`src/rtl/serial_pkg.sv`:
```
// Shared definitions for the serial transmit/receive blocks.
//   state_t    : frame FSM encoding (PARITY is only reached when parity is built in)
//   LINE_IDLE  : level of the line between frames
//   START_BIT  : level of the start bit
//   parity_of  : XOR of up to 16 data bits, optionally inverted for odd parity
package serial_pkg;

    typedef enum logic [2:0] {
        IDLE   = 3'd0,
        START  = 3'd1,
        DATA   = 3'd2,
        PARITY = 3'd3,
        STOP   = 3'd4
    } state_t;

    localparam logic LINE_IDLE = 1'b1;
    localparam logic START_BIT = 1'b0;

    // Narrower words are zero-extended by the caller, which leaves the XOR unchanged.
    function automatic logic parity_of(input logic [15:0] d, input logic odd);
        return (^d) ^ odd;
    endfunction

endpackage

```
`src/rtl/serial_tx_buffered_fifo.sv`:
```
// sync_fifo: single-clock circular-buffer FIFO with occupancy counter.
// The head word is presented on dout while the FIFO is non-empty
// (first-word fall-through), so a pop can consume it on the same edge.
// Ports:
//   clk, reset      : clock, asynchronous active-high reset
//   push, din       : write strobe and data; ignored when full
//   pop, dout       : read strobe and head word; ignored when empty
//   full, empty     : status from the registered count
//   level           : current occupancy, 0..DEPTH
module sync_fifo
    import serial_pkg::*;
#(
    parameter int WIDTH = 8,
    parameter int DEPTH = 4
) (
    input  logic                     clk,
    input  logic                     reset,
    input  logic                     push,
    input  logic                     pop,
    input  logic [WIDTH-1:0]         din,
    output logic [WIDTH-1:0]         dout,
    output logic                     full,
    output logic                     empty,
    output logic [$clog2(DEPTH):0]   level
);

    localparam int AW = $clog2(DEPTH);
    localparam logic [AW:0] FULL_CNT = (AW+1)'(DEPTH);

    logic [WIDTH-1:0] mem [DEPTH];
    logic [AW-1:0]    wr_ptr;
    logic [AW-1:0]    rd_ptr;
    logic [AW:0]      count;
    logic             do_push;
    logic             do_pop;

    // Both qualifiers use the pre-edge count: a push while full is refused
    // even if a pop frees a slot on the same edge.
    assign do_push = push && (count != FULL_CNT);
    assign do_pop  = pop && (count != '0);

    assign full  = (count == FULL_CNT);
    assign empty = (count == '0);
    assign level = count;
    assign dout  = mem[rd_ptr];

    always_ff @(posedge clk) begin
        if (do_push)
            mem[wr_ptr] <= din;
    end

    always_ff @(posedge clk or posedge reset) begin
        if (reset) begin
            wr_ptr <= '0;
            rd_ptr <= '0;
            count  <= '0;
        end else begin
            if (do_push)
                wr_ptr <= wr_ptr + 1'b1;
            if (do_pop)
                rd_ptr <= rd_ptr + 1'b1;
            if (do_push && !do_pop)
                count <= count + 1'b1;
            else if (do_pop && !do_push)
                count <= count - 1'b1;
        end
    end

endmodule

```
`src/rtl/serial_tx_buffered.sv`:
```
// serial_tx_buffered: FIFO-buffered asynchronous serial transmitter.
// Frame = start bit, WIDTH data bits LSB first, [parity], STOP_BITS stop bits,
// each bit DIVIDER clocks long. Queued words go out back-to-back.
// Optional feature: define SERIAL_TX_PARITY_EN to add a parity bit and the
// ODD_PARITY parameter.
// Ports:
//   clk, reset : clock, asynchronous active-high reset
//   ce, data   : write strobe and word to queue
//   tx         : registered serial line, idle high
//   busy       : FIFO non-empty or frame in progress
//   full/level : FIFO status
//   overflow   : one-cycle pulse after a write that found the FIFO full
module serial_tx_buffered
    import serial_pkg::*;
#(
    parameter int WIDTH      = 8,
    parameter int DIVIDER    = 2,
    parameter int STOP_BITS  = 1,
    parameter int DEPTH      = 4
`ifdef SERIAL_TX_PARITY_EN
    , parameter int ODD_PARITY = 0
`endif
) (
    input  logic                   clk,
    input  logic                   reset,
    input  logic                   ce,
    input  logic [WIDTH-1:0]       data,
    output logic                   tx,
    output logic                   busy,
    output logic                   full,
    output logic [$clog2(DEPTH):0] level,
    output logic                   overflow
);

    localparam int BW = $clog2(WIDTH);
    localparam int DW = (DIVIDER > 1) ? $clog2(DIVIDER) : 1;
    localparam logic [DW-1:0] DIV_LAST  = DW'(DIVIDER - 1);
    localparam logic [BW-1:0] DATA_LAST = BW'(WIDTH - 1);
    localparam logic [BW-1:0] STOP_LAST = BW'(STOP_BITS - 1);

    state_t           state;
    logic [WIDTH-1:0] shift;
    logic [DW-1:0]    div_cnt;
    logic [BW-1:0]    bit_cnt;
    logic [WIDTH-1:0] head;
    logic             empty;
    logic             div_last;
    logic             frame_end;
    logic             pop;
`ifdef SERIAL_TX_PARITY_EN
    logic             par_bit;
`endif

    sync_fifo #(.WIDTH(WIDTH), .DEPTH(DEPTH)) u_fifo (
        .clk   (clk),
        .reset (reset),
        .push  (ce),
        .pop   (pop),
        .din   (data),
        .dout  (head),
        .full  (full),
        .empty (empty),
        .level (level)
    );

    assign div_last  = (div_cnt == DIV_LAST);
    // bit_cnt doubles as the stop-bit counter while in STOP.
    assign frame_end = (state == STOP) && div_last && (bit_cnt == STOP_LAST);
    // Pop from IDLE, or on the last stop cycle so the next start follows with no gap.
    assign pop       = !empty && ((state == IDLE) || frame_end);
    assign busy      = (state != IDLE) || (level != '0);

    always_ff @(posedge clk or posedge reset) begin
        if (reset) begin
            state    <= IDLE;
            shift    <= '0;
            div_cnt  <= '0;
            bit_cnt  <= '0;
            tx       <= LINE_IDLE;
            overflow <= 1'b0;
`ifdef SERIAL_TX_PARITY_EN
            par_bit  <= 1'b0;
`endif
        end else begin
            overflow <= ce && full;

            // tx follows the state of the previous cycle, which yields the
            // two-cycle push-to-start latency.
            case (state)
                START:   tx <= START_BIT;
                DATA:    tx <= shift[0];
`ifdef SERIAL_TX_PARITY_EN
                PARITY:  tx <= par_bit;
`endif
                default: tx <= LINE_IDLE;
            endcase

            if (pop) begin
                shift   <= head;
                div_cnt <= '0;
                bit_cnt <= '0;
                state   <= START;
`ifdef SERIAL_TX_PARITY_EN
                par_bit <= parity_of(16'(head), ODD_PARITY != 0);
`endif
            end else begin
                case (state)
                    START: begin
                        if (div_last) begin
                            div_cnt <= '0;
                            state   <= DATA;
                        end else
                            div_cnt <= div_cnt + 1'b1;
                    end
                    DATA: begin
                        if (div_last) begin
                            div_cnt <= '0;
                            shift   <= {1'b0, shift[WIDTH-1:1]};
                            if (bit_cnt == DATA_LAST) begin
                                bit_cnt <= '0;
`ifdef SERIAL_TX_PARITY_EN
                                state   <= PARITY;
`else
                                state   <= STOP;
`endif
                            end else
                                bit_cnt <= bit_cnt + 1'b1;
                        end else
                            div_cnt <= div_cnt + 1'b1;
                    end
`ifdef SERIAL_TX_PARITY_EN
                    PARITY: begin
                        if (div_last) begin
                            div_cnt <= '0;
                            state   <= STOP;
                        end else
                            div_cnt <= div_cnt + 1'b1;
                    end
`endif
                    STOP: begin
                        if (div_last) begin
                            div_cnt <= '0;
                            if (bit_cnt == STOP_LAST) begin
                                bit_cnt <= '0;
                                state   <= IDLE;
                            end else
                                bit_cnt <= bit_cnt + 1'b1;
                        end else
                            div_cnt <= div_cnt + 1'b1;
                    end
                    default: ;
                endcase
            end
        end
    end

endmodule

```
`config.mk`:
```
export PLATFORM = sky130hd
export DESIGN_NAME = serial_tx_buffered
export DESIGN_NICKNAME = d
export VERILOG_FILES = /design/src/rtl/serial_pkg.sv /design/src/rtl/serial_tx_buffered_fifo.sv /design/src/rtl/serial_tx_buffered.sv
export SDC_FILE = /design/constraint.sdc
export NUM_CORES = 1
export LEC_CHECK = 0
export ABC_AREA = 1
export BUFFER_PORTS_ARGS = -buffer_cell sky130_fd_sc_hd__buf_2
export CAP_MARGIN = 20
export CORE_MARGIN = 1
export CORE_UTILIZATION = 55
export DETAILED_ROUTE_END_ITERATION = 16
export GPL_TIMING_DRIVEN = 0
export HOLD_SLACK_MARGIN = 0.03
export PLACE_DENSITY = 0.72
export SLEW_MARGIN = 5
export SYNTH_ARGS = -nofsm -noshare
export SYNTH_HDL_FRONTEND = slang
export SYNTH_SLANG_ARGS = --single-unit
```
`constraint.sdc`:
```
create_clock -name clk -period 3.1 [get_ports clk]
set_clock_uncertainty 0.2 [all_clocks]
set_input_delay 0.155 -clock clk [delete_from_list [all_inputs] [get_ports clk]]
set_output_delay 0.155 -clock clk [all_outputs]
set_load 0.05 [all_outputs]
```
---- Word level (Yosys, flattened, before mapping) ----
Memories as Yosys holds them, arrays and structs flattened.
Index checks and enable logic that the tools add are counted.
storage, ports and cells
  register bits after elaboration ......... 24
  bits in writable memories ............... 32
  word-level logic and storage cells ...... 79
  memories ................................ 1
cells by class
  $add $sub $neg .......................... 6
  equality and inequality tests ........... 11
  multiplexer cells ....................... 24
  reductions and logical operators ........ 28
memory list
  name        words  bits a word  rd ports  clocked after memory_dff  wr ports  RTL line                       source
  u_fifo.mem  4      8            1         0                         1         serial_tx_buffered_fifo.sv:30  logic [WIDTH-1:0] mem [DEPTH];
operator list
  cell                                                    number
  two-way mux 3 bit                                       13
  two-way mux 8 bit                                       3
  inequality test 3 x 2 -> 1 bit (second input constant)  4
  equality test 3 bit (second input constant)             3
  logical NOT 3 bit                                       3
  case mux 3 bit (3 select lines)                         1
  nonzero test 3 bit                                      3
  logical AND 1 bit                                       8
  nonzero test 2 bit                                      4
  adder 3 x 1 -> 3 bit (second input constant)            2
  case mux 3 bit (2 select lines)                         1
  AND reduction 6 bit                                     1
  two-way mux 1 bit                                       5
  adder 2 x 1 -> 2 bit (second input constant)            2
  nonzero test 4 bit                                      1
  equality test 3 x 1 -> 1 bit (second input constant)    1
  equality test 3 x 2 -> 1 bit (second input constant)    1
  logical NOT 1 bit                                       3
  inequality test 3 x 1 -> 1 bit (second input constant)  1
  inequality test 3 bit (second input constant)           1
  AND reduction 3 bit                                     1
  OR reduction 3 bit                                      1
  subtractor 3 x 1 -> 3 bit (second input constant)       1
  logical OR 1 bit                                        2
  3 further kinds                                         3

---- Depth between registers and ports, before layout ----
  word-level depth ........................ 9
  gate-level depth with buffers ........... 14
  mapped depth without buffers ............ 13

---- Modules after synthesis ----
A second synthesis with hierarchy kept.
second synthesis, totals
  cell total of the unflattened synthesis .. 277
  area, all modules ....................... 2701.3 um^2
by module, submodules not included
  module              instances  cells an instance  area an instance (um^2)  seq. area each (um^2)
  sync_fifo           1          155                1737.9                   1136.1
  serial_tx_buffered  1          122                963.4                    426.7

---- Worst setup path before layout ----
No wires, ideal clock.
  path type ............................... flip-flop to flip-flop
  start ................................... register u_fifo.count[2] (netlist: u_fifo.level[2])
  end ..................................... register u_fifo.count[1] (netlist: u_fifo.level[1])
  setup time .............................. 125 ps
  arrival ................................. 3030 ps
  data required time ...................... 2775 ps
  slack ................................... -255 ps
  stages on the path, launching flop included .. 9
  clock period less this slack ............ 3355 ps
  cells stage by stage .................... dfrtp_1 inv_1 nor3_1 nor2_1 ha_1 inv_1 fa_1 nor2_1 a21oi_1
between the ends
  elaborated cells on any way between the ends .. 13
  those cells by class .................... eq/ne: 1; mux: 1; reduce/logical: 11
RTL lines
  item                                 RTL line                       source
  start, declared                      serial_tx_buffered_fifo.sv:33  logic [AW:0] count;
  start signal, assigned               serial_tx_buffered_fifo.sv:63  count <= count + 1'b1;
  start signal, assigned               serial_tx_buffered_fifo.sv:65  count <= count - 1'b1;
  inequality test 3 bit *              serial_tx_buffered_fifo.sv:39  assign do_push = push && (count != FULL_CNT);
  logical AND 1 bit *                  serial_tx_buffered_fifo.sv:39
  via u_fifo.do_push                   serial_tx_buffered_fifo.sv:34  logic do_push;
  logical NOT 1 bit                    serial_tx_buffered_fifo.sv:64  else if (do_pop && !do_push)
  logical AND 1 bit                    serial_tx_buffered_fifo.sv:64
  nonzero test 2 bit (no source line)  --
Mark *: on every way through the listed nets, which the timed path passes. The rest lies on a longest branch.
A chain may end at the register's enable or synchronous reset.

---- Worst setup path after layout ----
  start ................................... register bit_cnt[0]
  end ..................................... register u_fifo.count[2] (netlist: u_fifo.level[2])
between the ends
  word-level cells in the longest chain between the ends .. 8
  elaborated cells on any way between the ends .. 10
  those cells by class .................... mux: 1; reduce/logical: 9
ends and longest elaborated chain
  item                                                     RTL line                       source
  start, declared                                          serial_tx_buffered.sv:44       logic [BW-1:0] bit_cnt;
  start signal, assigned                                   serial_tx_buffered.sv:127      bit_cnt <= bit_cnt + 1'b1;
  start signal, assigned                                   serial_tx_buffered.sv:147      bit_cnt <= bit_cnt + 1'b1;
  logical NOT 3 bit *                                      serial_tx_buffered.sv:68       assign frame_end = (state == STOP) && div_last && (bit_cnt == STOP_LAST);
  logical AND 1 bit *                                      serial_tx_buffered.sv:68
  logical OR 1 bit *                                       serial_tx_buffered.sv:70       assign pop = !empty && ((state == IDLE) || frame_end);
  logical AND 1 bit *                                      serial_tx_buffered.sv:70
  logical AND 1 bit *                                      serial_tx_buffered_fifo.sv:40  assign do_pop = pop && (count != '0);
  logical NOT 1 bit                                        serial_tx_buffered_fifo.sv:62  if (do_push && !do_pop)
  logical AND 1 bit                                        serial_tx_buffered_fifo.sv:62
  two-way mux 3 bit or nonzero test 2 bit (tied branches)  --
Mark *: on every way between the ends. The rest lies on a longest branch, timed or not.

==> results_dict.tcl <==
set metrics [dict create \
    run_status "completed" \
    initial_antenna_violation_count 0 \
    grt_pass1_wl_microns 7762 \
    io_buffer_count 17 \
    syn-instance-count 241 \
    die_height_microns 70.04 \
    grt_setup_unrepaired "false" \
    detailedPlacementHpwl_microns 3096 \
    post_placement_setup_slack_ps 618.8 \
    netlist-cell-type-count 32 \
    ctsResizeCount 0 \
    detail_route.drc_violations 0 \
    required_ps 3090 \
    layout_min_cycle_time_ps 2480 \
    crit_fanout 10 \
    power.switching_mw 1.239 \
    post-cts-setup-buffers 0 \
    holdBufCountCts 10 \
    wire_per_inst_microns 13.47 \
    critical_path.top_delay_family "adder cells" \
    die_area_sq_um 4906 \
    insertion_delay_ps 310 \
    synth.ff_latch_count 56 \
    switching_share_pct 41.86 \
    placed_area_sq_um 2701 \
    netlist_area_sq_um 2546 \
    internal_power_mw 1.721 \
    finalHoldViolCount 0 \
    initial_utilization_pct 57.68 \
    synth_fp_nets 261 \
    share_clk_of_total_power_pct 16.5 \
    cp_most_frequent_cell "sky130_fd_sc_hd__inv_1" \
    crit_path_cell_trace "inv_1 > ha_1 > inv_1 > nor2_1 > nand4_1 > nand2_2 > nand2_4 > buf_6 > ha_1 > inv_1 > fa_1 > a21oi_1 > o21ai_0 > xor2_1" \
    gr-usage-all-layers_pct 20.88 \
    share_seq_of_total_power_pct 39.3 \
    flow.area_growth_from_synthesis_pct 14.55 \
    setup.worst_path.end_class "flip-flop" \
    largest_net_degree_at_the_start_of_global_routing 25 \
    ioPinCount 18 \
    tritoncts_clock_tree "done" \
    cts_buffer_depth 2 \
    final_antenna_net_count 0 \
    num-fill-cells 350 \
    report.final.setup_viol 0 \
    synth.yosys.warnings 0 \
    drt-total-wl_microns 4418 \
    multi_input_comb_area_sq_um 812.0 \
    maxSlewHeadroom_pct 38.44 \
    yosys_top_cell_by_area "sky130_fd_sc_hd__edfxtp_1" \
    combinational_group_share_of_total_power_pct 44.1 \
    post-synth-top-area-fraction_pct 37.74 \
    finalHoldWorstSlack_ps 307.2 \
    clk_pin_slew_worst_paths_ps 110 \
    gp_congestion 0.7722 \
    finalWorstSetupSlack_ps 619.9 \
    placementRows 24 \
    maxSlewViolCount 0 \
    worstSetupStartpointType "flip-flop" \
    h-tree-depth 2 \
    coreArea_sq_um 4414 \
    setup-tns-final_ps 0 \
    instances_no_fill 328 \
    leakage_nw 1.269 \
    cp.arrival_ps 2470 \
    dp_cells 310 \
    worst_path_max_delay_cell "sky130_fd_sc_hd__fa_1" \
    final_layout_size_suffix_gt1_share_pct 18.48 \
    worstPathBufferInverterCount 4 \
    n_antenna_cell 0 \
    max_cap_violations 0 \
    hold_path_class "reg2reg" \
    postLayoutCoreUtil_pct 66.07 \
    grt-ovfl-total 0 \
    register_area_sq_um 1563 \
    critPathMaxStageDelay_ps 370 \
    synthArstFlopShare_pct 42.86 \
    seq_area_frac_synth_pct 61.38 \
    finalInstanceArea_sq_um 2917 \
    synth.avg_cell_area_sq_um 10.57 \
    critPathKind "reg2reg" \
    number_of_global_route_vias_before_repair 1715 \
    fin_crit_sh_pct 80.00 \
    post_synth_edffs 32 \
    num-nets-final 295 \
    synth_top_cells_by_area "sky130_fd_sc_hd__edfxtp_1 38%, sky130_fd_sc_hd__dfrtp_1 23%, sky130_fd_sc_hd__nor2_1 6.3%" \
    die_width_microns 70.04 \
    routed_via_density 5.149 \
    power.density_nw_per_um2 1015 \
    vdd_drop_max_v 0.0004929 \
    tightest_slew_ps 922.3 \
    drt-pass1-iter-count 4 \
    clk_root_buffer_cell "sky130_fd_sc_hd__clkbuf_8" \
    ys_dominant_reg_cell "sky130_fd_sc_hd__edfxtp_1" \
    clock.fmax_ghz 0.4032 \
    post-layout-total-power_mw 2.961 \
    cts_inserted_buffers 5 \
    vias_after_detailed_routing 1689 \
    total_number_of_clock_tree_sinks 56 \
    drt_iter0_drc 82 \
]
## layer usage
metal	GRT usage (%)	part of all wire [%]
met1	26.31	47
met2	36.11	49
met4	6.667	1.3
met3	4.329	2.9
met5	0	0
## synthesized netlist by cell type (3+ instances only)
library cell,count
sky130_fd_sc_hd__o22ai_1,4
sky130_fd_sc_hd__a21oi_2,3
sky130_fd_sc_hd__inv_1,36
sky130_fd_sc_hd__nand3_2,3
sky130_fd_sc_hd__dfrtp_1,23
sky130_fd_sc_hd__a21oi_1,5
sky130_fd_sc_hd__o211ai_1,3
sky130_fd_sc_hd__nand3_1,7
sky130_fd_sc_hd__nand4_1,5
sky130_fd_sc_hd__nor3_2,3
sky130_fd_sc_hd__nor2_1,43
sky130_fd_sc_hd__nand2_2,3
sky130_fd_sc_hd__edfxtp_1,32
sky130_fd_sc_hd__o21ai_0,22
sky130_fd_sc_hd__nor3_1,3
sky130_fd_sc_hd__nand2_1,17
sky130_fd_sc_hd__xor2_1,3
sky130_fd_sc_hd__buf_2,3
sky130_fd_sc_hd__ha_1,8
## cell type report
cell class	count	area share (%)
Sequential cell	56	53.58
Multi-Input combinational cell	142	27.84
Timing Repair Buffer	27	6.349
Inverter	38	4.891
Clock buffer	5	2.360
Tap cell	52	2.231
Clock inverter	3	1.587
Buffer	5	1.158
## cell families after synthesis
| family | share of synthesized area (%) |
|---|---|
| AND/OR/NAND/NOR | 16.56 |
| flip-flops | 61.38 |
| XOR/XNOR | 1.376 |
| buffers and inverters | 6.929 |
| AO/OA/AOI/OAI | 9.042 |
| adder cells (fa/ha/maj) | 4.718 |
## placed cells by master (no fill, tap or decap), drive strengths merged
master,n
a21oi,8
nor2,45
clkinvlp,1
dfrtp,23
nand4,5
nand2,21
bufinv,1
buf,22
o21bai,1
dlygate4sd3,10
edfxtp,32
dfstp,1
nor3,6
xnor2,1
o21ai,24
ha,8
o211ai,3
inv,39
nor4,1
fa,1
xor2,3
or2,1
nand3,10
clkbuf,5
o22ai,4
## registers in the layout, summed over array words and instances (netlist names)
register,count
u_fifo.level,3
u_fifo.mem,32
div_cnt,1
tx,1
bit_cnt,3
shift,8
u_fifo.wr_ptr,2
state,3
overflow,1
u_fifo.rd_ptr,2
## tightest hold or removal path, delay by kind of cell, from the launching register on
kind,cells,cell delay [ps]
flops,1,370
compound gates,1,70
buf+inv,1,60
## worst paths after layout
check                                start  cells past startpoint         endpoint  slack (ps)
worst max-delay path            bit_cnt[0]                     14  u_fifo.level[2]         620
worst min-delay path              shift[0]                      2               tx         310
worst max register to register  bit_cnt[0]                     14  u_fifo.level[2]         620
worst min register to register    shift[0]                      2               tx         310
max in group asynchronous            reset                      3       bit_cnt[2]        1760
min in group asynchronous            reset                      3         shift[6]         380
## power groups by stage
stage	Sequential (mW)	Clock, mW	Combinational [mW]
floorplan	1.25	0	0.934
global placement	1.17	0	1.27
detailed placement	1.18	0	1.31
CTS	1.17	0.495	1.32
global route	1.19	0.524	1.50
finish	1.16	0.490	1.31
(Power assumes the default switching activity.)
